===== src/rtl/ctc_pkg.sv =====
// CTC interrupt controller shared definitions.
// Opcodes, RETI detector states and vector assembly.
package ctc_pkg;

  localparam logic [7:0] OP_ED    = 8'hED;
  localparam logic [7:0] OP_RETI2 = 8'h4D;

  typedef enum logic {
    R_IDLE,
    R_ED
  } reti_st_t;

  function automatic logic [7:0] ctc_vec(
    input logic [4:0] base,
    input logic [1:0] ch
  );
    return {base, ch, 1'b0};
  endfunction

endpackage


===== src/rtl/ctc_int_ctrl_if.sv =====
// Z80 bus slice seen by the CTC interrupt controller.
// master = CPU side, slave = controller side.
interface ctc_int_ctrl_if #(
  parameter int DWID = 8
);
  logic            m1_n;
  logic            iorq_n;
  logic            rd_n;
  logic [DWID-1:0] din;
  logic [DWID-1:0] dout;
  logic            dout_oe;

  modport master (
    output m1_n, iorq_n, rd_n, din,
    input  dout, dout_oe
  );

  modport slave (
    input  m1_n, iorq_n, rd_n, din,
    output dout, dout_oe
  );
endinterface


===== src/rtl/ctc_reti_detect.sv =====
// Opcode capture and RETI (ED 4D) detector.
// Emits a one-clk reti pulse at the end of the 4D fetch.
module ctc_reti_detect
  import ctc_pkg::*;
#(
  parameter int DWID = 8
) (
  input  logic            clk,
  input  logic            reset_n,
  input  logic            m1_n,
  input  logic            iorq_n,
  input  logic            rd_n,
  input  logic [DWID-1:0] din,
  input  logic            ack_start,
  output logic            reti
);

  logic       fetch;
  logic       fetch_q;
  logic       fetch_end;
  logic [7:0] op;
  reti_st_t   st;
  reti_st_t   st_nx;

  assign fetch     = ~m1_n & ~rd_n & iorq_n;
  assign fetch_end = fetch_q & ~fetch;

  // latch the opcode byte and track fetch boundaries
  always_ff @(posedge clk or negedge reset_n) begin
    if (!reset_n) begin
      fetch_q <= 1'b0;
      op      <= '0;
      st      <= R_IDLE;
    end else begin
      fetch_q <= fetch;
      if (fetch) op <= din[7:0];
      st <= st_nx;
    end
  end

  // decode the latched byte once per completed fetch
  always_comb begin
    st_nx = st;
    reti  = 1'b0;
    if (ack_start) begin
      st_nx = R_IDLE;
    end else if (fetch_end) begin
      unique case (st)
        R_IDLE: begin
          if (op == OP_ED) st_nx = R_ED;
        end
        R_ED: begin
          if (op == OP_RETI2) begin
            reti  = 1'b1;
            st_nx = R_IDLE;
          end else if (op == OP_ED) begin
            st_nx = R_ED;
          end else begin
            st_nx = R_IDLE;
          end
        end
        default: st_nx = R_IDLE;
      endcase
    end
  end

endmodule


===== src/rtl/ctc_int_ctrl.sv =====
// CTC interrupt controller: pending/in-service tracking,
// fixed-priority daisy-chain arbitration and mode-2 vector.
module ctc_int_ctrl
  import ctc_pkg::*;
#(
  parameter int N_CH = 4,
  parameter int DWID = 8
) (
  input  logic            clk,
  input  logic            reset_n,
  ctc_int_ctrl_if.slave   bus,
  input  logic [N_CH-1:0] int_req,
  input  logic [N_CH-1:0] int_en,
  input  logic [4:0]      vec_base,
  input  logic            iei,
  output logic            ieo,
  output logic            int_n
);

  logic [N_CH-1:0] pend;
  logic [N_CH-1:0] serv;
  logic [N_CH-1:0] elig;
  logic [N_CH-1:0] svc_lo;
  logic [N_CH-1:0] ack_oh;
  logic [N_CH-1:0] rel;
  logic [N_CH-1:0] pend_nx;
  logic [N_CH-1:0] serv_nx;
  logic [1:0]      k;
  logic            any_elig;
  logic            blocked;
  logic            acc;
  logic            acc_q;
  logic            ack_start;
  logic            ack_go;
  logic            reti;
  logic [DWID-1:0] dout_r;
  logic            oe_r;

  assign acc       = ~bus.m1_n & ~bus.iorq_n;
  assign ack_start = acc & ~acc_q;
  assign ack_go    = ack_start & iei & any_elig;

  assign bus.dout    = dout_r;
  assign bus.dout_oe = oe_r;

  assign ieo = iei & ~|serv & ~(|pend & ~bus.m1_n);

  ctc_reti_detect #(.DWID(DWID)) u_reti (
    .clk       (clk),
    .reset_n   (reset_n),
    .m1_n      (bus.m1_n),
    .iorq_n    (bus.iorq_n),
    .rd_n      (bus.rd_n),
    .din       (bus.din),
    .ack_start (ack_start),
    .reti      (reti)
  );

  // priority: eligibility, winner index, lowest in-service bit
  always_comb begin
    elig     = '0;
    svc_lo   = '0;
    k        = '0;
    any_elig = 1'b0;
    blocked  = 1'b0;
    for (int i = 0; i < N_CH; i++) begin
      blocked = blocked | serv[i];
      elig[i] = pend[i] & ~blocked;
    end
    for (int i = N_CH - 1; i >= 0; i--) begin
      if (elig[i]) begin
        k        = 2'(i);
        any_elig = 1'b1;
      end
      if (serv[i]) svc_lo = N_CH'(1) << i;
    end
  end

  // next pend/serv; a request coinciding with its ack stays queued
  always_comb begin
    ack_oh  = ack_go ? (N_CH'(1) << k) : '0;
    rel     = (reti & iei) ? svc_lo : '0;
    pend_nx = ((pend & ~ack_oh) | (int_req & int_en)) & int_en;
    serv_nx = (serv & ~rel) | ack_oh;
  end

  // state, registered int_n and vector drive
  always_ff @(posedge clk or negedge reset_n) begin
    if (!reset_n) begin
      pend   <= '0;
      serv   <= '0;
      acc_q  <= 1'b0;
      int_n  <= 1'b1;
      dout_r <= '0;
      oe_r   <= 1'b0;
    end else begin
      pend  <= pend_nx;
      serv  <= serv_nx;
      acc_q <= acc;
      int_n <= ~(iei & any_elig);
      if (ack_go) begin
        dout_r <= DWID'(ctc_vec(vec_base, k));
        oe_r   <= 1'b1;
      end else if (!acc) begin
        dout_r <= '0;
        oe_r   <= 1'b0;
      end
    end
  end

endmodule


===== src/flat_wrapper.sv =====
// flat-port wrapper written by rule: the top's interface ports become plain ports
module ctc_int_ctrl_flat import ctc_pkg::*;
#(
  parameter int N_CH = 4,
  parameter int DWID = 8
)
  (clk, reset_n, int_req, int_en, vec_base, iei, ieo, int_n, bus_m1_n, bus_iorq_n, bus_rd_n, bus_din, bus_dout, bus_dout_oe);
  ctc_int_ctrl_if #(.DWID(DWID)) bus_i ();
  input  logic clk;
  input  logic reset_n;
  input  logic [N_CH-1:0] int_req;
  input  logic [N_CH-1:0] int_en;
  input  logic [4:0] vec_base;
  input  logic iei;
  output logic ieo;
  output logic int_n;
  input wire logic [$bits(bus_i.m1_n)-1:0] bus_m1_n;
  input wire logic [$bits(bus_i.iorq_n)-1:0] bus_iorq_n;
  input wire logic [$bits(bus_i.rd_n)-1:0] bus_rd_n;
  input wire logic [$bits(bus_i.din)-1:0] bus_din;
  output wire logic [$bits(bus_i.dout)-1:0] bus_dout;
  output wire logic [$bits(bus_i.dout_oe)-1:0] bus_dout_oe;
  assign bus_i.m1_n = bus_m1_n;
  assign bus_i.iorq_n = bus_iorq_n;
  assign bus_i.rd_n = bus_rd_n;
  assign bus_i.din = bus_din;
  assign bus_dout = bus_i.dout;
  assign bus_dout_oe = bus_i.dout_oe;
  ctc_int_ctrl #(.N_CH(N_CH), .DWID(DWID)) u_core (.clk(clk), .reset_n(reset_n), .bus(bus_i), .int_req(int_req), .int_en(int_en), .vec_base(vec_base), .iei(iei), .ieo(ieo), .int_n(int_n));
endmodule

===== config.mk =====
export PLATFORM = sky130hd
export DESIGN_NAME = ctc_int_ctrl_flat
export DESIGN_NICKNAME = d
export VERILOG_FILES = /design/src/rtl/ctc_pkg.sv /design/src/rtl/ctc_int_ctrl_if.sv /design/src/rtl/ctc_reti_detect.sv /design/src/rtl/ctc_int_ctrl.sv /design/src/flat_wrapper.sv
export SDC_FILE = /design/constraint.sdc
export NUM_CORES = 1
export LEC_CHECK = 0
export BUFFER_PORTS_ARGS = -buffer_cell sky130_fd_sc_hd__buf_2
export CORE_UTILIZATION = 54
export DETAILED_ROUTE_END_ITERATION = 8
export PLACE_DENSITY = 0.88
export SYNTH_ARGS = -nofsm -noshare
export SYNTH_HDL_FRONTEND = slang
export SYNTH_SLANG_ARGS = --single-unit

===== constraint.sdc =====
create_clock -name clk -period 4.6 [get_ports clk]
set_input_delay 0.23 -clock clk [delete_from_list [all_inputs] [get_ports clk]]
set_output_delay 0.23 -clock clk [all_outputs]
set_load 0.05 [all_outputs]

Word level (Yosys, flattened, before mapping)
Cells that the tools add are included.
{"block": "totals", "in_bits": 27, "ff_bits": 29, "out_inout_bits": 11, "elab_cells": 83}
{"block": "classes", "reduce_logical": 4, "n_eq_ne": 3, "shifts": 1, "bitwise_logic": 39, "muxes": 27}
{"op": "$mux W4", "count": 6}
{"op": "$and A1 B1 Y1", "count": 16}
{"op": "$and A4 B4 Y4", "count": 4}
{"op": "$mux W8", "count": 2}
{"op": "$mux W1", "count": 14}
{"op": "$not A1 Y1", "count": 12}
{"op": "$eq A8 B7 Y1 const B", "count": 1}
{"op": "$eq A8 B8 Y1 const B", "count": 1}
{"op": "$mux W2", "count": 4}
{"op": "$not A4 Y4", "count": 2}
{"op": "$or A4 B4 Y4", "count": 2}
{"op": "$reduce_or A4 Y1", "count": 2}
{"op": "$shl A1 B2 Y4 const A", "count": 1}
{"op": "$or A1 B1 Y1", "count": 3}
{"op": "$ne A2 B2 Y1 const B", "count": 1}
{"op": "$pmux W1 S2", "count": 1}
{"op": "$reduce_bool A2 Y1", "count": 1}
{"op": "$logic_not A1 Y1", "count": 1}

Longest topological paths before layout
{"block": "depth", "ltp_word": 15, "mapped_depth": 6, "mapped_depth_nobuf": 4}

Hierarchy
Synthesis repeated with hierarchy kept, for this count alone.
{"block": "unflattened", "hier_cells": 120, "hier_area_um2": 1327.5}
{"mod": "ctc_int_ctrl", "cells_per_inst": 90, "n_inst": 1, "area_each_um2": 887.1, "seq_area_each_um2": 451.7}
{"mod": "ctc_reti_detect", "cells_per_inst": 30, "n_inst": 1, "area_each_um2": 440.4, "seq_area_each_um2": 250.2}

Worst setup path before layout
No wires, ideal clock.
{"block": "synth_path", "path_kind": "register to output", "from": "register u_core.serv[0]", "to": "output ieo", "arrival_time_ns": 2.488, "path_stages_with_launch": 4, "slack_ns": 1.882, "path_buffers": 1, "t_required_ns": 4.370, "path_cell_list": "dfrtp_1 > buf_6 > or3_1 > nor4b_1"}
{"block": "synth_between", "elab_chain_cells": 4}
{"item": "start: declaration", "line": "ctc_int_ctrl.sv:21", "source": "logic [N_CH-1:0] serv;"}
{"item": "start signal: assignment", "line": "ctc_int_ctrl.sv:98", "source": "serv <= serv_nx;"}
{"item": "$reduce_or A4 Y1", "line": "ctc_int_ctrl.sv:46", "source": "assign ieo = iei & ~|serv & ~(|pend & ~bus.m1_n);"}
{"item": "$logic_not A1 Y1", "line": "ctc_int_ctrl.sv:46"}
{"item": "$and A1 B1 Y1 (2 in series)", "line": "ctc_int_ctrl.sv:46"}
{"item": "end: declaration", "line": "flat_wrapper.sv:15", "source": "output logic ieo;"}
No other way between the ends.

Worst setup path in the final report
Ends and elaborated chain as after synthesis.

==> results_dict.tcl <==
set metrics [dict create \
    pwr-share-clk_pct 27.1 \
    area_growth_pct 18.4 \
    num_rows 17 \
    num_vias 1054 \
    cts_tree "done" \
    final_cell_mix "39 x nand2_1, 36 x buf_2, 27 x dfrtp_1" \
    setup-violations-final 0 \
    setup_tns_ns 0 \
    drv_cap 0 \
    final-hold-violation-count 0 \
    worstSetupStartpointType "flop" \
    io_buffer_count 36 \
    drt_iter0_drc 17 \
    path_clk_slew_ns 0.15 \
    crit_fanout 9 \
    die_h_um 51.1 \
    postCtsResizedCells 0 \
    rsz0062_at_grt "false" \
    grt_max_degree 29 \
    dpl_cell_area_mm2 0.00148 \
    cts_max_path_buffers 2 \
    antenna_found_initial 0 \
    drc 0 \
    timing_worst_setup_path_type "reg2out" \
    drive_gt1_share_pct 27.1 \
    ant_nets 0 \
    finalMaxSlewViolations 0 \
    initial_core_util_pct 58.2 \
    final_cells 198 \
    switching_power_w 0.000163 \
    reg2reg_depth 4 \
    power_frac_comb_pct 19.3 \
    p_per_area_mw_per_mm2 372 \
    clock_latency_ns 0.32 \
    placed_cells 193 \
    internal_power_w 0.000409 \
    drt-pass1-iter-count 4 \
    dieArea_mm2 0.00261 \
    finalWorstPathRequiredPeriod_ns 2.04 \
    core_area_mm2 0.00223 \
    clock-root-buffer "clkbuf_4" \
    final_nets 198 \
    synth.ff_latch_count 28 \
    fin_area_mm2 0.00154 \
    cts_setup_buffers 0 \
    routedWlPerCell_um 12.7 \
    postCtsHoldBufs 1 \
    grt_overflow 0 \
    fin_crit_sh_pct 44.3 \
    final_common_cell "nand2_1" \
    synth.avg_cell_area_um2 9.70 \
    ys_types 38 \
    vdd_drop_max_mv 0.255 \
    wl_um 2520 \
    fin_skew_ns 0.0109 \
    grtUsageTotal_pct 21.7 \
    max_slew_margin_pct 59.8 \
    synth_nets 161 \
    cp_data_required_time_ns 4.37 \
    power.leakage_nw 0.782 \
    diodes 0 \
    hold_depth 3 \
    grt_pass1_vias 1013 \
    cp-end-kind "primary output" \
    grt_first_pass_wirelength_um 4260 \
    critPathLaunch "u_core.serv[0]" \
    outcome "complete, no violations" \
    die_w_um 51.1 \
    clock_sinks 28 \
    worstHoldStart "bus_din[0]" \
    yosysWarningCount 0 \
    io_pins 38 \
    place_congestion 0.853 \
    dp_hpwl_um 1880 \
    cp.arrival_ns 1.81 \
    seqPwrFrac_pct 53.5 \
    r2r_start "u_core.serv[0]" \
    syn_area_mm2 0.00130 \
    fmax_ghz 0.491 \
    yosysSeqAreaShare_pct 54.0 \
    hp-class "in2reg" \
    cts_made_buffers 3 \
    h-tree-depth 1 \
    syn_inst 134 \
    n_fill_cell 169 \
    switching_share_pct 28.6 \
    worstMarginPinSlew_ns 0.603 \
    vias_per_cell 5.32 \
]
[layer usage]
layer	vias up	GRT usage, %	wire length (µm)	share of wire, %
met5	-	0	0	0
met4	0	8.33	34	1.3
met3	4	2.38	84	3.3
met2	27	39.0	1310	52
met1	499	26.5	1100	44
li1	524	-	-	-
[power by group through the flow]
| stage | logic (W) | registers [W] | clock network (W) |
|---|---|---|---|
| 2_1_floorplan | 0.0000730 | 0.000316 | 0 |
| 3_3_place_gp | 0.000107 | 0.000307 | 0 |
| 3_5_place_dp | 0.000110 | 0.000309 | 0 |
| 4_1_cts | 0.000111 | 0.000306 | 0.000161 |
| 5_1_grt | 0.000122 | 0.000311 | 0.000168 |
| 6_report | 0.000111 | 0.000306 | 0.000155 |
[worst paths after layout]
check | to | slack, ns
worst max register to register | u_core.pend[0] | 2.67
worst min-delay path | u_core.u_reti.op[0] | 0.09
min in group asynchronous | u_core.bus.dout[3] | 0.43
worst max-delay path | ieo | 2.56
worst min register to register | u_core.bus.dout_oe | 0.49
max in group asynchronous | u_core.u_reti.op[2] | 3.78
[critical path, stage by stage, from the launching register on]
cell     delay (ns)
dfrtp_1        0.49
or3_1          0.42
nor4b_1        0.26
buf_2          0.31
[registers in the layout (all words and copies together), names as in the netlist]
| register | cells |
|---|---|
| u_core.int_n | 1 |
| u_core.u_reti.st | 1 |
| u_core.pend | 4 |
| u_core.u_reti.fetch_q | 1 |
| u_core.bus.dout | 7 |
| u_core.serv | 4 |
| u_core.u_reti.op | 8 |
| u_core.bus.dout_oe | 1 |
| u_core.acc_q | 1 |
[cell families (layout without fill, tap and decap cells)]
family                 after synthesis  after routing  synth area share, %
other                                1              1                0.288
buffers and inverters               14             50                 5.58
multiplexers                         6              6                 4.62
AND/OR/NAND/NOR                     63             63                 24.0
AO/OA/AOI/OAI                       22             22                 11.5
flip-flops                          28             28                 54.0
[area by class of cell]
| cell class | count | area [µm²] | share of cell area, % |
|---|---|---|---|
| Clock buffer | 3 | 22.5 | 1.46 |
| Clock inverter | 1 | 30.0 | 1.95 |
| Inverter | 9 | 33.8 | 2.20 |
| Multi-Input combinational cell | 92 | 526 | 34.1 |
| Sequential cell | 28 | 702 | 45.6 |
| Tap cell | 28 | 35.0 | 2.28 |
| Timing Repair Buffer | 37 | 190 | 12.4 |
[metrics by stage]
stage | setup slack [ns] | power [W] | util [%] | hold slack [ns]
global placement | 2.78 | 0.000414 | 66.1 | 0.266
detailed placement | 2.69 | 0.000419 | 66.1 | 0.280
floorplan | 1.88 | 0.000389 | - | -0.0656
CTS | 2.57 | 0.000578 | 68.9 | 0.0767
finish | 2.56 | 0.000572 | 68.9 | 0.0860
global route | 2.43 | 0.000601 | 68.9 | 0.0692
[cell usage after synthesis]
cell       n  share of area, %
a2111o_1   1              0.87
a21o_1     1              0.58
nor3_1     2              0.77
mux2i_1    6               4.6
or3b_2     1              0.67
nor2_1     3              0.87
inv_1      8               2.3
and4b_1    1              0.77
nor2b_1    2              0.96
nand4_1    1              0.48
o31ai_1    1              0.58
or3_1      5               2.4
clkinv_1   1              0.29
a32o_1     1              0.77
a21oi_2    1              0.67
nand2b_1   1              0.48
buf_6      2               1.7
nand2b_4   1               1.1
clkbuf_1   1              0.29
dfrtp_1   27                52
o21ai_0    6               2.3
conb_1     1              0.29
buf_4      1              0.58
nand2_1   39                11
a21oi_1    1              0.38
o21ai_1    1              0.38
a31oi_1    4               1.9
nor3_2     1              0.77
and4bb_2   1              0.96
buf_2      1              0.38
nand3_1    2              0.77
nand3b_1   1              0.58
and2_1     1              0.48
o41ai_1    2               1.3
a21boi_0   1              0.58
nor4b_1    1              0.67
dfstp_2    1               2.0
o21a_1     2               1.2
(Power assumes the default switching activity.)
